**config.mk**
```make
export PLATFORM = sky130hd
export DESIGN_NAME = clk_div_multi
export DESIGN_NICKNAME = d
export VERILOG_FILES = /design/src/rtl/clk_div_multi.sv
export SDC_FILE = /design/constraint.sdc
export NUM_CORES = 1
export LEC_CHECK = 0
export ABC_CLOCK_PERIOD_IN_PS = 3800
export CORE_MARGIN = 2
export CORE_UTILIZATION = 40
export CTS_CLUSTER_DIAMETER = 60
export DETAILED_ROUTE_END_ITERATION = 10
export GPL_TIMING_DRIVEN = 0
export MAX_ROUTING_LAYER = met4
export SLEW_MARGIN = 20
export SYNTH_ARGS = -nofsm -noshare
export SYNTH_HDL_FRONTEND = slang
export SYNTH_SLANG_ARGS = --single-unit
```
**constraint.sdc**
```tcl
create_clock -name clk -period 3.8 [get_ports clk]
set_input_delay 0.76 -clock clk [delete_from_list [all_inputs] [get_ports clk]]
set_output_delay 0.76 -clock clk [all_outputs]
set_load 0.05 [all_outputs]
```
**src/rtl/clk_div_multi.sv**
```systemverilog
// Multi-channel programmable clock divider: per-channel half-period H, 50% square wave and toggle tick.
// Optional CLKDIV_SHADOW_EN: writes land in a shadow register applied at the next half-period boundary.
module clk_div_multi #(
  parameter int          NCH         = 4,
  parameter int          WIDTH       = 32,
  parameter int unsigned DEFAULT_DIV = 50_000_000,
  localparam int         CHW         = (NCH > 1) ? $clog2(NCH) : 1
) (
  input  logic             clk,
  input  logic             rst,
  input  logic [NCH-1:0]   en,
  input  logic             wr_en,
  input  logic [CHW-1:0]   wr_ch,
  input  logic [WIDTH-1:0] wr_data,
  output logic [NCH-1:0]   clk_N,
  output logic [NCH-1:0]   tick
);

  localparam logic [WIDTH-1:0] DEF_H = WIDTH'(DEFAULT_DIV);

  typedef enum logic {CH_IDLE, CH_RUN} ch_state_t;

  for (genvar i = 0; i < NCH; i++) begin : g_ch
    logic [WIDTH-1:0] cnt_q, cnt_d;
    logic [WIDTH-1:0] h_q, h_d;
    logic             clk_q, clk_d;
    logic             tick_q, tick_d;
    logic             wr_hit;
    logic             terminal;
    ch_state_t        state;

    // An out-of-range wr_ch can never equal a valid index, so it is ignored here.
    always_comb begin
      wr_hit   = wr_en && (wr_ch == CHW'(i));
      state    = (en[i] && (h_q != '0)) ? CH_RUN : CH_IDLE;
      terminal = (state == CH_RUN) && (cnt_q >= h_q - WIDTH'(1));
      cnt_d    = '0;
      clk_d    = 1'b0;
      tick_d   = 1'b0;
      if (state == CH_RUN) begin
        if (terminal) begin
          clk_d  = ~clk_q;
          tick_d = 1'b1;
        end else begin
          cnt_d = cnt_q + WIDTH'(1);
          clk_d = clk_q;
        end
      end
    end

`ifdef CLKDIV_SHADOW_EN
    logic [WIDTH-1:0] s_q, s_d;

    // H only changes on a half-period boundary (or while idle), so no runt pulses.
    always_comb begin
      s_d = wr_hit ? wr_data : s_q;
      h_d = h_q;
      if ((state == CH_IDLE) || terminal) begin
        h_d = wr_hit ? wr_data : s_q;
      end
    end

    always_ff @(posedge clk) begin
      if (rst) begin
        s_q <= DEF_H;
      end else begin
        s_q <= s_d;
      end
    end
`else
    always_comb begin
      h_d = wr_hit ? wr_data : h_q;
    end
`endif

    always_ff @(posedge clk) begin
      if (rst) begin
        cnt_q  <= '0;
        h_q    <= DEF_H;
        clk_q  <= 1'b0;
        tick_q <= 1'b0;
      end else begin
        cnt_q  <= cnt_d;
        h_q    <= h_d;
        clk_q  <= clk_d;
        tick_q <= tick_d;
      end
    end

    assign clk_N[i] = clk_q;
    assign tick[i]  = tick_q;
  end

endmodule
```
# Word level (Yosys, flattened, before mapping)
# Index checks and enable logic that the tools add are counted.
[totals]
regBits = 264
out_inout_bits = 8
[classes]
magnitude_cmp = 4
reduce_logical = 25
n_eq_ne = 3
mux = 8
n_addsub = 8
n_bitwise = 8
[op_table]
columns = ["op", "n"]
rows = [
  ["adder 32 x 1 -> 32 bit (second input constant)", 4],
  ["greater-or-equal comparator 32 bit", 4],
  ["nonzero test 32 bit", 4],
  ["subtractor 32 x 1 -> 32 bit (second input constant)", 4],
  ["logical AND 1 bit", 12],
  ["OR reduction 3 bit", 4],
  ["two-way mux 1 bit", 8],
  ["NOT 1 bit", 8],
  ["OR reduction 2 bit", 4],
  ["equality test 2 bit (second input constant)", 2],
  ["equality test 2 x 1 -> 1 bit (second input constant)", 1],
  ["logical NOT 2 bit", 1],
]

# Logic depth before layout (Yosys ltp)
[logic_depth]
ltp_word = 5
depth_mapped = 15
depth_no_buf = 14

# Worst setup path before layout
# No wires, ideal clock.
[synth_path]
kind = "register to register"
start = "register g_ch[1].h_q[15]"
end = "register g_ch[1].cnt_q[10]"
slack_ps = 123
period_less_slack_ps = 3677
t_required_ps = 3736
stages_incl_launch_ff = 14
arrival_ps = 3613
path_buffers = 1
cell_sequence = "dfxtp_1 or4_1 nor4_1 nand4_1 or4_1 xor2_1 ha_1 a21o_1 a21oi_1 nor2b_1 a2111oi_1 nand3_1 buf_4 nor2_1"
[synth_between]
elab_chain_len = 5
[synth_lines]
columns = ["element", "line_no", "text"]
rows = [
  ["start, declared", "25", "logic [WIDTH-1:0] h_q, h_d;"],
  ["start signal, assigned", "79", "h_q <= DEF_H;"],
  ["start signal, assigned", "84", "h_q <= h_d;"],
  ["branches (longest 4 deep; another with subtractor 32 x 1 -> 32 bit)", "-", ""],
  ["OR reduction 3 bit (no line) (*)", "-", ""],
  ["end signal, assigned", "83", "cnt_q <= cnt_d;"],
  ["end, declared", "24", "logic [WIDTH-1:0] cnt_q, cnt_d;"],
]
# Every way passes the cells marked *.
# A chain may end at the register's enable or synchronous reset.

# Worst setup path in the final report
[layout_path]
start = "register g_ch[1].h_q[16]"
end = "register g_ch[1].cnt_q[12]"
# The elaborated chain is that of the path after synthesis.

==> impl_metrics.toml <==
[power_and_ir_drop]
post_route_total_power_mw = 6.49
ir_worst_vdd_uv = 360
leakage_nw = 6.72
power-per-cell-area_nw_per_um2 = 363

[place]
place.port_buffers = 48
pre_cts_slack_ns = -0.731
dpl-instance-area_um2 = 16400
detailedPlacementHpwl_um = 29400
routabilityCongestion = 0.896
place.detailed.instances = 2441

[logic_synthesis]
synth.ff_latch_count = 264
synthesis.nets = 2059
synthMostInstantiatedCell = "nand2_1"
synth_cells = 1882
count_of_cell_types_in_the_netlist = 60
synthesis.yosys.warnings = 0
postSynth.topFlopCell = "dfxtp_1"
netlist_area_before_placement_um2 = 15300
netlist.top_cell.by_area = "dfxtp_1"
synth_edf_count = 0
synth_top_cells_by_area = "dfxtp_1, ha_1, nand2_1"
synth_top_area_share_pct = 34.6
yosys-top-cells-count = "nand2_1, dfxtp_1, nor2_1, ha_1, xnor2_1"
synthArstFlopShare_pct = 0
average_instance_area_after_synthesis_um2 = 8.12
synth.yosys.seq_area_share_pct = 34.6

[grt]
global_route.usage.total_pct = 20.1
antenna_found_initial = 0
grt_overflow = 0
grt_pass1_wl_um = 62700
first_global_vias = 12600
largest_net_degree_at_the_start_of_global_routing = 15

[floorplanning]
floorplan.initialDensity_pct = 40.6
die_w_um = 199
chipHeight_um = 199
die_area_um2 = 39800
placeableCoreArea_um2 = 37700
rows = 71
ios = 49

[routing]
drtIter0Drc = 674
route.vias.total = 13300
via_density_per_instance = 5.31
wl_met3_um = 2820
drt-met1-wl_um = 17700
route.final.wire_length_um = 39000
antenna_left = 0
routed-wl-met2_um = 17700
drt_pre_antenna_iters = 7
drt_drc_violations_left = 0
avgRoutedWirePerCell_um = 15.5
highest_layer = "met4"

[worst_hold_path]
worst_hold_path_type = "flop to flop"
worst_hold_startpoint = "g_ch[3].cnt_q[0]"

[clock_network]
clkSinkCount = 264
cts_hold_buf = 0
root_buffer = "clkbuf_16"
clk_pin_slew_worst_paths_ns = 0.06
cts_tree = "done"
clock_latency_ns = 0.59
cts-root-to-sink-buffers = 3
cts.htree.levels = 1
cts_made_buffers = 30

[worst_setup_path]
timing.setup.critical_path_class = "flop to flop"
crit_start = "g_ch[1].h_q[16]"
start_kind = "flop"
required_time_of_the_critical_path_ns = 4.33
crit_path_end_kind = "flop"
sum_of_buffers_and_inverters_on_the_critical_path = 1
worstReg2RegStart = "g_ch[1].h_q[16]"
critical_path_arrival_ns = 4.21
timing.critical_path.slowest_stage_cell = "or4_4"
timing.critical_path.cells = "or4_4 > nor4_4 > nand4_1 > nor2_1 > xnor2_1 > ha_1 > and4_1 > a221o_1 > a2111oi_4 > nand3_4 > buf_2 > nor2_1"
crit_path_max_incr_delay_ns = 0.56
cpMostUsedCell = "nor2_1"
worstPathMaxFanout = 7
critPathTopFamily = "simple AND/OR/NAND/NOR gates"

[timing]
timing.max_slew.rel_slack_pct = 31.7
setup-violations-final = 0
fin_skew_ns = 0.0242
timing_max_transition_violations_final = 0
totalNegativeSetupSlack_ns = 0
min_period_over_period_pct = 97.1
final-hold-violation-count = 0
period_minus_slack_ns = 3.69
postLayoutSetupSlackWorst_ns = 0.112
achievable-frequency_mhz = 271
worst_hold_margin_ns = 0.454
unrepaired_setup_endpoints_after_global_routing = "yes"
worst_slew_pin_slew_ns = 1.02

[status]
status = "finished, final reports clean"

[finish]
drive_gt1_share_pct = 7.86
insertedDiodeCount = 0
synthToLayoutAreaGrowth_pct = 17.2
nFillCells = 3694
layoutNonFillerInstCount = 2509
utilization_pct = 47.5
stdcell_area_um2 = 17900
finalNetCount = 2152

[flow_run]
max-cap-violations = 0
==> cell type report <==
cell class | count | area, um2 | share of cell area, %
plain buffers | 69 | 352 | 1.96
clock buffers | 39 | 846 | 4.72
clock inverters | 16 | 168 | 0.936
inverters | 35 | 131 | 0.734
multi-input cells | 1514 | 9910 | 55.3
flip-flops and latches | 264 | 5290 | 29.5
well taps | 511 | 639 | 3.57
repair buffers | 61 | 576 | 3.21
==> cell families after synthesis <==
kind of cell	count (synthesis)	share of synthesized area (%)
simple gates	950	30.2
fa+ha+maj	136	11.1
flops	264	34.6
xor+xnor	238	13.6
compound gates	188	7.21
buf+inv	104	3.07
mux	2	0.139
==> worst register-to-register path, delay by kind of cell, from the launching register on <==
| kind | cells | cell delay, ns |
|---|---|---|
| flip-flops | 1 | 0.36 |
| XOR/XNOR | 1 | 0.14 |
| adder cells (fa/ha/maj) | 1 | 0.26 |
| buffers and inverters | 1 | 0.22 |
| AO/OA/AOI/OAI | 2 | 0.85 |
| AND/OR/NAND/NOR | 7 | 1.81 |
==> path summary, 6_finish.rpt <==
path                                           to  slack, ns  depth (start not counted)
worst max-delay path            g_ch[1].cnt_q[12]       0.11                         12
worst min register to register   g_ch[3].cnt_q[0]       0.45                          1
worst min-delay path             g_ch[3].cnt_q[0]       0.45                          1
worst max register to register  g_ch[1].cnt_q[12]       0.11                         12
==> timing repair <==
item,in CTS,in global routing
endpoints found under the setup margin,98,135
buffers inserted,1,10
gates cloned,0,2
pin swaps,3,10
resized for setup,27,51
==> power breakdown <==
part	internal [mW]	leakage [nW]	switching [mW]
clock	1.77	0.502	1.22
combinational	0.249	4.08	0.345
sequential	2.83	2.14	0.0864
total	4.84	6.72	1.65
==> metal layers <==
layer | global-route usage, % | vias up
met1 | 26.5 | 6277
met4 | 4.39 | 0
met5 | - | -
li1 | - | 6700
met3 | 3.09 | 52
met2 | 32.7 | 287
==> sequential cells by signal (all words and copies together), names as in the netlist <==
signal	cells
g_ch.h_q	128
g_ch.tick_q	4
g_ch.cnt_q	128
g_ch.clk_q	4
==> placed cells by master, fill, tap and decap left out, types with 46 or more instances in the layout <==
cell             synthesis  routed
ha_1                   136     136
nand3b_1                59      59
nor3_1                  75      67
clkdlybuf4s50_1          0      48
nand4_1                 46      46
nor2_1                 192     189
nand3_1                 60      56
a21oi_1                120     118
xnor2_1                131     131
xor2_1                 107     107
dfxtp_1                264     261
clkbuf_1                46      48
nand2_1                363     362
Note: power is estimated with default switching activity, not from simulation.
